$ cat src/rtl/dm_arbiter_if.sv
// Request/response bus for the two data-memory requesters plus the memory-side port.
// The arbiter takes the slave modport; the environment (requesters + memory) takes the master modport.
interface dm_arbiter_if;
   logic        req0_valid, req1_valid;
   logic        req0_ready, req1_ready;
   logic        req0_we,    req1_we;
   logic [31:0] req0_addr,  req1_addr;
   logic [31:0] req0_wdata, req1_wdata;
   logic [3:0]  req0_be,    req1_be;
   logic [31:0] req0_pc,    req1_pc;
   logic        resp0_valid, resp1_valid;
   logic [31:0] resp0_rdata, resp1_rdata;
   logic        resp0_err,   resp1_err;
   logic [31:0] mem_addr, mem_wdata, mem_pc, mem_rdata;
   logic        mem_we;

   modport slave (
      input  req0_valid, req1_valid, req0_we, req1_we, req0_addr, req1_addr,
             req0_wdata, req1_wdata, req0_be, req1_be, req0_pc, req1_pc, mem_rdata,
      output req0_ready, req1_ready, resp0_valid, resp1_valid, resp0_rdata, resp1_rdata,
             resp0_err, resp1_err, mem_addr, mem_wdata, mem_we, mem_pc
   );

   modport master (
      output req0_valid, req1_valid, req0_we, req1_we, req0_addr, req1_addr,
             req0_wdata, req1_wdata, req0_be, req1_be, req0_pc, req1_pc, mem_rdata,
      input  req0_ready, req1_ready, resp0_valid, resp1_valid, resp0_rdata, resp1_rdata,
             resp0_err, resp1_err, mem_addr, mem_wdata, mem_we, mem_pc
   );
endinterface

$ cat src/rtl/dm_arbiter.sv
// Two-port arbiter and access sequencer for the word-write-only data memory.
// Byte-enabled partial writes are turned into a read-modify-write over two memory cycles.
module dm_arbiter #(
   parameter int unsigned DEPTH      = 1024,
   parameter bit          FIXED_PRIO = 1'b0
) (
   input logic         clk,
   input logic         reset,
   dm_arbiter_if.slave bus
);

   localparam logic [1:0] S_IDLE     = 2'd0;
   localparam logic [1:0] S_ACCESS   = 2'd1;
   localparam logic [1:0] S_MERGE_WR = 2'd2;
   localparam logic [1:0] S_RESP     = 2'd3;

   localparam logic [31:0] ADDR_LIMIT = 32'(DEPTH * 4);

   logic [1:0]  state_q, state_d;
   logic        last_grant_q, last_grant_d;
   logic        port_q, port_d;
   logic        we_q, we_d;
   logic [31:0] addr_q, addr_d;
   logic [31:0] wdata_q, wdata_d;
   logic [3:0]  be_q, be_d;
   logic [31:0] pc_q, pc_d;
   logic [31:0] merged_q, merged_d;
   logic [31:0] rdata_q, rdata_d;
   logic        err_q, err_d;

   logic        win1, ready0, ready1;
   logic        in_range, full_wr, partial_wr, mem_active;
   logic [31:0] mask;

   // When both request, round-robin favours the port that did not win last time.
   always_comb begin
      if (FIXED_PRIO)
         win1 = bus.req1_valid && !bus.req0_valid;
      else if (bus.req0_valid && bus.req1_valid)
         win1 = !last_grant_q;
      else
         win1 = bus.req1_valid;
   end

   assign ready0 = reset && (state_q == S_IDLE) && bus.req0_valid && !win1;
   assign ready1 = reset && (state_q == S_IDLE) && bus.req1_valid && win1;
   assign bus.req0_ready = ready0;
   assign bus.req1_ready = ready1;

   always_comb begin
      mask = '0;
      for (int i = 0; i < 4; i++) mask[8*i +: 8] = {8{be_q[i]}};
   end

   assign in_range   = addr_q < ADDR_LIMIT;
   assign full_wr    = be_q == 4'hF;
   assign partial_wr = (be_q != 4'h0) && !full_wr;

   // NOTE: every _d gets its hold value first, so no path through this block can infer a latch.
   always_comb begin
      state_d      = state_q;
      last_grant_d = last_grant_q;
      port_d       = port_q;
      we_d         = we_q;
      addr_d       = addr_q;
      wdata_d      = wdata_q;
      be_d         = be_q;
      pc_d         = pc_q;
      merged_d     = merged_q;
      rdata_d      = rdata_q;
      err_d        = err_q;
      case (state_q)
         S_IDLE: begin
            if (ready0 || ready1) begin
               port_d       = ready1;
               last_grant_d = ready1;
               we_d         = ready1 ? bus.req1_we    : bus.req0_we;
               addr_d       = ready1 ? bus.req1_addr  : bus.req0_addr;
               wdata_d      = ready1 ? bus.req1_wdata : bus.req0_wdata;
               be_d         = ready1 ? bus.req1_be    : bus.req0_be;
               pc_d         = ready1 ? bus.req1_pc    : bus.req0_pc;
               state_d      = S_ACCESS;
            end
         end
         S_ACCESS: begin
            rdata_d = '0;
            err_d   = 1'b0;
            state_d = S_RESP;
            if (!in_range) begin
               err_d = 1'b1;
            end else if (!we_q) begin
               rdata_d = bus.mem_rdata;
            end else if (partial_wr) begin
               merged_d = (bus.mem_rdata & ~mask) | (wdata_q & mask);
               state_d  = S_MERGE_WR;
            end
         end
         S_MERGE_WR: state_d = S_RESP;
         default:    state_d = S_IDLE;
      endcase
   end

   // NOTE: sequential state uses non-blocking assignments so every register samples pre-edge values.
   always_ff @(posedge clk or negedge reset) begin
      if (!reset) begin
         state_q      <= S_IDLE;
         last_grant_q <= 1'b1;
         port_q       <= 1'b0;
         we_q         <= 1'b0;
         addr_q       <= '0;
         wdata_q      <= '0;
         be_q         <= '0;
         pc_q         <= '0;
         merged_q     <= '0;
         rdata_q      <= '0;
         err_q        <= 1'b0;
      end else begin
         state_q      <= state_d;
         last_grant_q <= last_grant_d;
         port_q       <= port_d;
         we_q         <= we_d;
         addr_q       <= addr_d;
         wdata_q      <= wdata_d;
         be_q         <= be_d;
         pc_q         <= pc_d;
         merged_q     <= merged_d;
         rdata_q      <= rdata_d;
         err_q        <= err_d;
      end
   end

   // Memory-side outputs are pure decodes of state, so a reset clears them within the same cycle.
   assign mem_active    = (state_q == S_ACCESS) || (state_q == S_MERGE_WR);
   assign bus.mem_addr  = mem_active ? {addr_q[31:2], 2'b00} : 32'd0;
   assign bus.mem_pc    = mem_active ? pc_q : 32'd0;
   assign bus.mem_we    = ((state_q == S_ACCESS) && in_range && we_q && full_wr) ||
                          (state_q == S_MERGE_WR);
   assign bus.mem_wdata = (state_q == S_MERGE_WR) ? merged_q :
                          ((state_q == S_ACCESS) && in_range && we_q && full_wr) ? wdata_q : 32'd0;

   assign bus.resp0_valid = (state_q == S_RESP) && !port_q;
   assign bus.resp1_valid = (state_q == S_RESP) && port_q;
   assign bus.resp0_rdata = bus.resp0_valid ? rdata_q : 32'd0;
   assign bus.resp1_rdata = bus.resp1_valid ? rdata_q : 32'd0;
   assign bus.resp0_err   = bus.resp0_valid && err_q;
   assign bus.resp1_err   = bus.resp1_valid && err_q;

endmodule

$ cat src/flat_wrapper.sv
// flat-port wrapper written by rule: the top's interface ports become plain ports
module dm_arbiter_flat 
#(
   parameter int unsigned DEPTH      = 1024,
   parameter bit          FIXED_PRIO = 1'b0
)
  (clk, reset, bus_req0_valid, bus_req1_valid, bus_req0_we, bus_req1_we, bus_req0_addr, bus_req1_addr, bus_req0_wdata, bus_req1_wdata, bus_req0_be, bus_req1_be, bus_req0_pc, bus_req1_pc, bus_mem_rdata, bus_req0_ready, bus_req1_ready, bus_resp0_valid, bus_resp1_valid, bus_resp0_rdata, bus_resp1_rdata, bus_resp0_err, bus_resp1_err, bus_mem_addr, bus_mem_wdata, bus_mem_we, bus_mem_pc);
  dm_arbiter_if bus_i ();
  input logic clk;
  input logic reset;
  input wire logic [$bits(bus_i.req0_valid)-1:0] bus_req0_valid;
  input wire logic [$bits(bus_i.req1_valid)-1:0] bus_req1_valid;
  input wire logic [$bits(bus_i.req0_we)-1:0] bus_req0_we;
  input wire logic [$bits(bus_i.req1_we)-1:0] bus_req1_we;
  input wire logic [$bits(bus_i.req0_addr)-1:0] bus_req0_addr;
  input wire logic [$bits(bus_i.req1_addr)-1:0] bus_req1_addr;
  input wire logic [$bits(bus_i.req0_wdata)-1:0] bus_req0_wdata;
  input wire logic [$bits(bus_i.req1_wdata)-1:0] bus_req1_wdata;
  input wire logic [$bits(bus_i.req0_be)-1:0] bus_req0_be;
  input wire logic [$bits(bus_i.req1_be)-1:0] bus_req1_be;
  input wire logic [$bits(bus_i.req0_pc)-1:0] bus_req0_pc;
  input wire logic [$bits(bus_i.req1_pc)-1:0] bus_req1_pc;
  input wire logic [$bits(bus_i.mem_rdata)-1:0] bus_mem_rdata;
  output wire logic [$bits(bus_i.req0_ready)-1:0] bus_req0_ready;
  output wire logic [$bits(bus_i.req1_ready)-1:0] bus_req1_ready;
  output wire logic [$bits(bus_i.resp0_valid)-1:0] bus_resp0_valid;
  output wire logic [$bits(bus_i.resp1_valid)-1:0] bus_resp1_valid;
  output wire logic [$bits(bus_i.resp0_rdata)-1:0] bus_resp0_rdata;
  output wire logic [$bits(bus_i.resp1_rdata)-1:0] bus_resp1_rdata;
  output wire logic [$bits(bus_i.resp0_err)-1:0] bus_resp0_err;
  output wire logic [$bits(bus_i.resp1_err)-1:0] bus_resp1_err;
  output wire logic [$bits(bus_i.mem_addr)-1:0] bus_mem_addr;
  output wire logic [$bits(bus_i.mem_wdata)-1:0] bus_mem_wdata;
  output wire logic [$bits(bus_i.mem_we)-1:0] bus_mem_we;
  output wire logic [$bits(bus_i.mem_pc)-1:0] bus_mem_pc;
  assign bus_i.req0_valid = bus_req0_valid;
  assign bus_i.req1_valid = bus_req1_valid;
  assign bus_i.req0_we = bus_req0_we;
  assign bus_i.req1_we = bus_req1_we;
  assign bus_i.req0_addr = bus_req0_addr;
  assign bus_i.req1_addr = bus_req1_addr;
  assign bus_i.req0_wdata = bus_req0_wdata;
  assign bus_i.req1_wdata = bus_req1_wdata;
  assign bus_i.req0_be = bus_req0_be;
  assign bus_i.req1_be = bus_req1_be;
  assign bus_i.req0_pc = bus_req0_pc;
  assign bus_i.req1_pc = bus_req1_pc;
  assign bus_i.mem_rdata = bus_mem_rdata;
  assign bus_req0_ready = bus_i.req0_ready;
  assign bus_req1_ready = bus_i.req1_ready;
  assign bus_resp0_valid = bus_i.resp0_valid;
  assign bus_resp1_valid = bus_i.resp1_valid;
  assign bus_resp0_rdata = bus_i.resp0_rdata;
  assign bus_resp1_rdata = bus_i.resp1_rdata;
  assign bus_resp0_err = bus_i.resp0_err;
  assign bus_resp1_err = bus_i.resp1_err;
  assign bus_mem_addr = bus_i.mem_addr;
  assign bus_mem_wdata = bus_i.mem_wdata;
  assign bus_mem_we = bus_i.mem_we;
  assign bus_mem_pc = bus_i.mem_pc;
  dm_arbiter #(.DEPTH(DEPTH), .FIXED_PRIO(FIXED_PRIO)) u_core (.clk(clk), .reset(reset), .bus(bus_i));
endmodule
$ cat config.mk
export PLATFORM = sky130hd
export DESIGN_NAME = dm_arbiter_flat
export DESIGN_NICKNAME = d
export VERILOG_FILES = /design/src/rtl/dm_arbiter_if.sv /design/src/rtl/dm_arbiter.sv /design/src/flat_wrapper.sv
export SDC_FILE = /design/constraint.sdc
export NUM_CORES = 1
export LEC_CHECK = 0
export BUFFER_PORTS_ARGS = -buffer_cell sky130_fd_sc_hd__buf_4
export CORE_AREA = 2 2 158 160
export DETAILED_ROUTE_END_ITERATION = 10
export DIE_AREA = 0 0 160 162
export GPL_TIMING_DRIVEN = 0
export HOLD_SLACK_MARGIN = 0.15
export PLACE_DENSITY_LB_ADDON = 0.05
export SLEW_MARGIN = 10
export SYNTH_ARGS = -nofsm -noshare
export SYNTH_HDL_FRONTEND = slang
export SYNTH_SLANG_ARGS = --single-unit
$ cat constraint.sdc
create_clock -name clk -period 2.9 [get_ports clk]
set_input_delay 0 -clock clk [delete_from_list [all_inputs] [get_ports clk]]
set_output_delay 0 -clock clk [all_outputs]
set_load 0.02 [all_outputs]
==> out/results.ini <==
[detailed_routing]
drt_wl_total_um=35400
drt_iter0_drc=451
antenna_left=0
drt-wirelength-per-cell_um=18.6
via_per_inst=4.90
drtPass1Iterations=7
vias=9308
drcViolationCount=0

[timing]
setup_tns_ns=0
rsz0062_at_grt=false
slew_viol_final=0
worst_slack_ns=0.163
worstMarginPinSlew_ns=0.863
period_share_pct=94.4
fin_worst_skew_ns=0.0179
holdWs_ns=-0.119
maxSlewHeadroom_pct=42.4
fmax_mhz=365
setup_violations=0
fin_crit_ns=2.74
hold_viol=100

[cts]
cts_buffer_depth=2
ctsRootBufferMaster=clkbuf_16
cts_sinks=168
cts_buffers=17
clkLatencyLatePin_ns=0.43
path_clk_slew_ns=0.07
cts_tree=built
ctsHtreeMaxLevel=4
cts_hold_buffers=238

[yosys]
syn_area_um2=9030
synth_ff_type=dfrtp_1
synth_warnings=0
synth.area.top_cells=dfrtp_1, mux2i_1, and2_1
postSynthCellCount=903
synth_cell_type_count=37
synth_edf_count=0
synth.most_common_cell=dfrtp_1
netlist.area_leader.share_pct=46.3
avgSynthCellArea_um2=10.0
synth_async_sr_flop_share_pct=100
synth_common_cells=dfrtp_1, nand2_1, o21ai_0
ys_seq_area_share_pct=46.6
synth_top_cell_by_area=dfrtp_1
synth-seq-cells=168

[flow_run]
cap_violations=0

[die]
fp.dieH_um=162
die_area_um2=25900
die_w_um=160
start_util_pct=37.4
placementRows=57
core-area_um2=24100
ios=405

[final_layout]
area_delta_synth_final_pct=72.1
final_core_utilization_pct=64.5
final_area_um2=15500
finalNetCount=1805
drive_above_1_share_pct=32.9
final_cells=1900

[placement]
dp_worst_setup_slack_ns=-0.114
hpwl_um=24700
gp_congestion=0.805
place_area_um2=12500
placedCellCount=1627
port-buffer-count=398

[global_routing]
grt.total_usage_pct=27.1
grt_pass1_wl_um=54800
grt_max_degree=105
grt.overflow.total=0
grt_pass1_vias=9736
antenna_found_initial=1

[power_and_ir_drop]
pwr_density_cell_nw_per_um2=739
finalPower_mw=11.5
vdd_drop_max_mv=0.531
p_leak_nw=7.99

[setup_path]
end_kind=output port
cp_max_fo=10
crit_path_start_kind=register
r2r_cells=7
critical_path_class=reg -> out
worstPathRequired_ns=2.90
arrival_ns=2.74

[hold_path]
hold_class=in -> async

[run_status]
status=finished with violations
violations=hold timing

==> path summary, 6_finish.rpt <==
| check | start | endpoint | slack, ns |
|---|---|---|---|
| max | u_core.addr_q[22] | bus_mem_wdata[1] | 0.16 |
| min | reset | u_core.merged_q[2] | -0.12 |
| max reg2reg | u_core.state_q[0] | u_core.wdata_q[27] | 0.16 |
| min reg2reg | u_core.merged_q[28] | u_core.merged_q[28] | 0.48 |
| max in group asynchronous | reset | u_core.rdata_q[28] | 2.02 |
| min in group clk | bus_req1_pc[13] | u_core.pc_q[13] | 0.30 |
==> where the power goes <==
| part | internal (mW) | switching [mW] |
|---|---|---|
| Sequential | 3.06 | 0.541 |
| Clock | 1.19 | 1.05 |
| Combinational | 2.54 | 3.10 |
| Total | 6.79 | 4.69 |
==> cell families after synthesis <==
kind of cell,count (synthesis),share of synthesized area (%)
adders and majority gates,5,0.693
muxes,163,19.0
AOI/OAI and AO/OA,169,11.2
DFF,168,46.6
other,1,0.0415
buffers and inverters,77,3.80
and+or+nand+nor,320,18.7
==> layout make-up <==
type / count / area (µm²)
Antenna cell: 1 / 2.50
Buffer: 73 / 332
Clock buffer: 20 / 467
Clock inverter: 12 / 108
Fill cell: 2010 / 8570
Inverter: 4 / 15.0
Multi-Input combinational cell: 659 / 4500
Sequential cell: 168 / 4210
Tap cell: 324 / 405
Timing Repair Buffer: 639 / 5510
==> cell usage in the layout (no fill, tap or decap), types with 3 or more instances in the layout <==
cell type / instances
a22o_1: 32
and2_1: 96
and3_1: 34
buf_1: 4
buf_16: 6
buf_2: 4
buf_4: 402
buf_6: 5
clkbuf_1: 54
clkbuf_16: 17
clkbuf_2: 3
clkbuf_8: 3
clkinv_4: 5
dfrtp_1: 167
dlygate4sd3_1: 233
ha_1: 5
inv_1: 3
inv_6: 3
mux2_1: 17
mux2_2: 47
mux2i_1: 99
nand2_1: 136
nand2b_1: 33
nor2_1: 5
nor4_1: 3
nor4_2: 3
o21ai_0: 103
o21ai_1: 20
o21ai_2: 10
==> worst max-delay path, stage by stage (launching register included) <==
cell	delay, ns
dfrtp_1	0.40
nor4_1	0.43
nand4_2	0.27
or4_4	0.66
buf_6	0.18
o21ai_1	0.19
buf_4	0.18
==> flip-flops by register name, summed over array words and instances (netlist names) <==
signal               flops
u_core.port_q            1
u_core.we_q              1
u_core.pc_q             32
u_core.rdata_q          32
u_core.be_q              4
u_core.merged_q         32
u_core.err_q             1
u_core.addr_q           30
u_core.wdata_q          32
u_core.state_q           2
u_core.last_grant_q      1
==> metal layers <==
layer | vias up | share of wire, % | track usage (%)
li1 | 4432 | - | -
met1 | 4479 | 41 | 33.0
met2 | 344 | 51 | 48.2
met3 | 53 | 5.8 | 5.82
met4 | 0 | 2.4 | 8.76
met5 | - | 0 | 0
==> what timing repair did <==
action | CTS | global route
endpoints found under the setup margin | 4 | 30
endpoints found under the hold margin | 332 | 100
buffers inserted | 0 | 2
pin swaps | 0 | 1
gates resized for setup | 1 | 7
gates cloned | 0 | 0
Power figures use the tool's default switching activity.
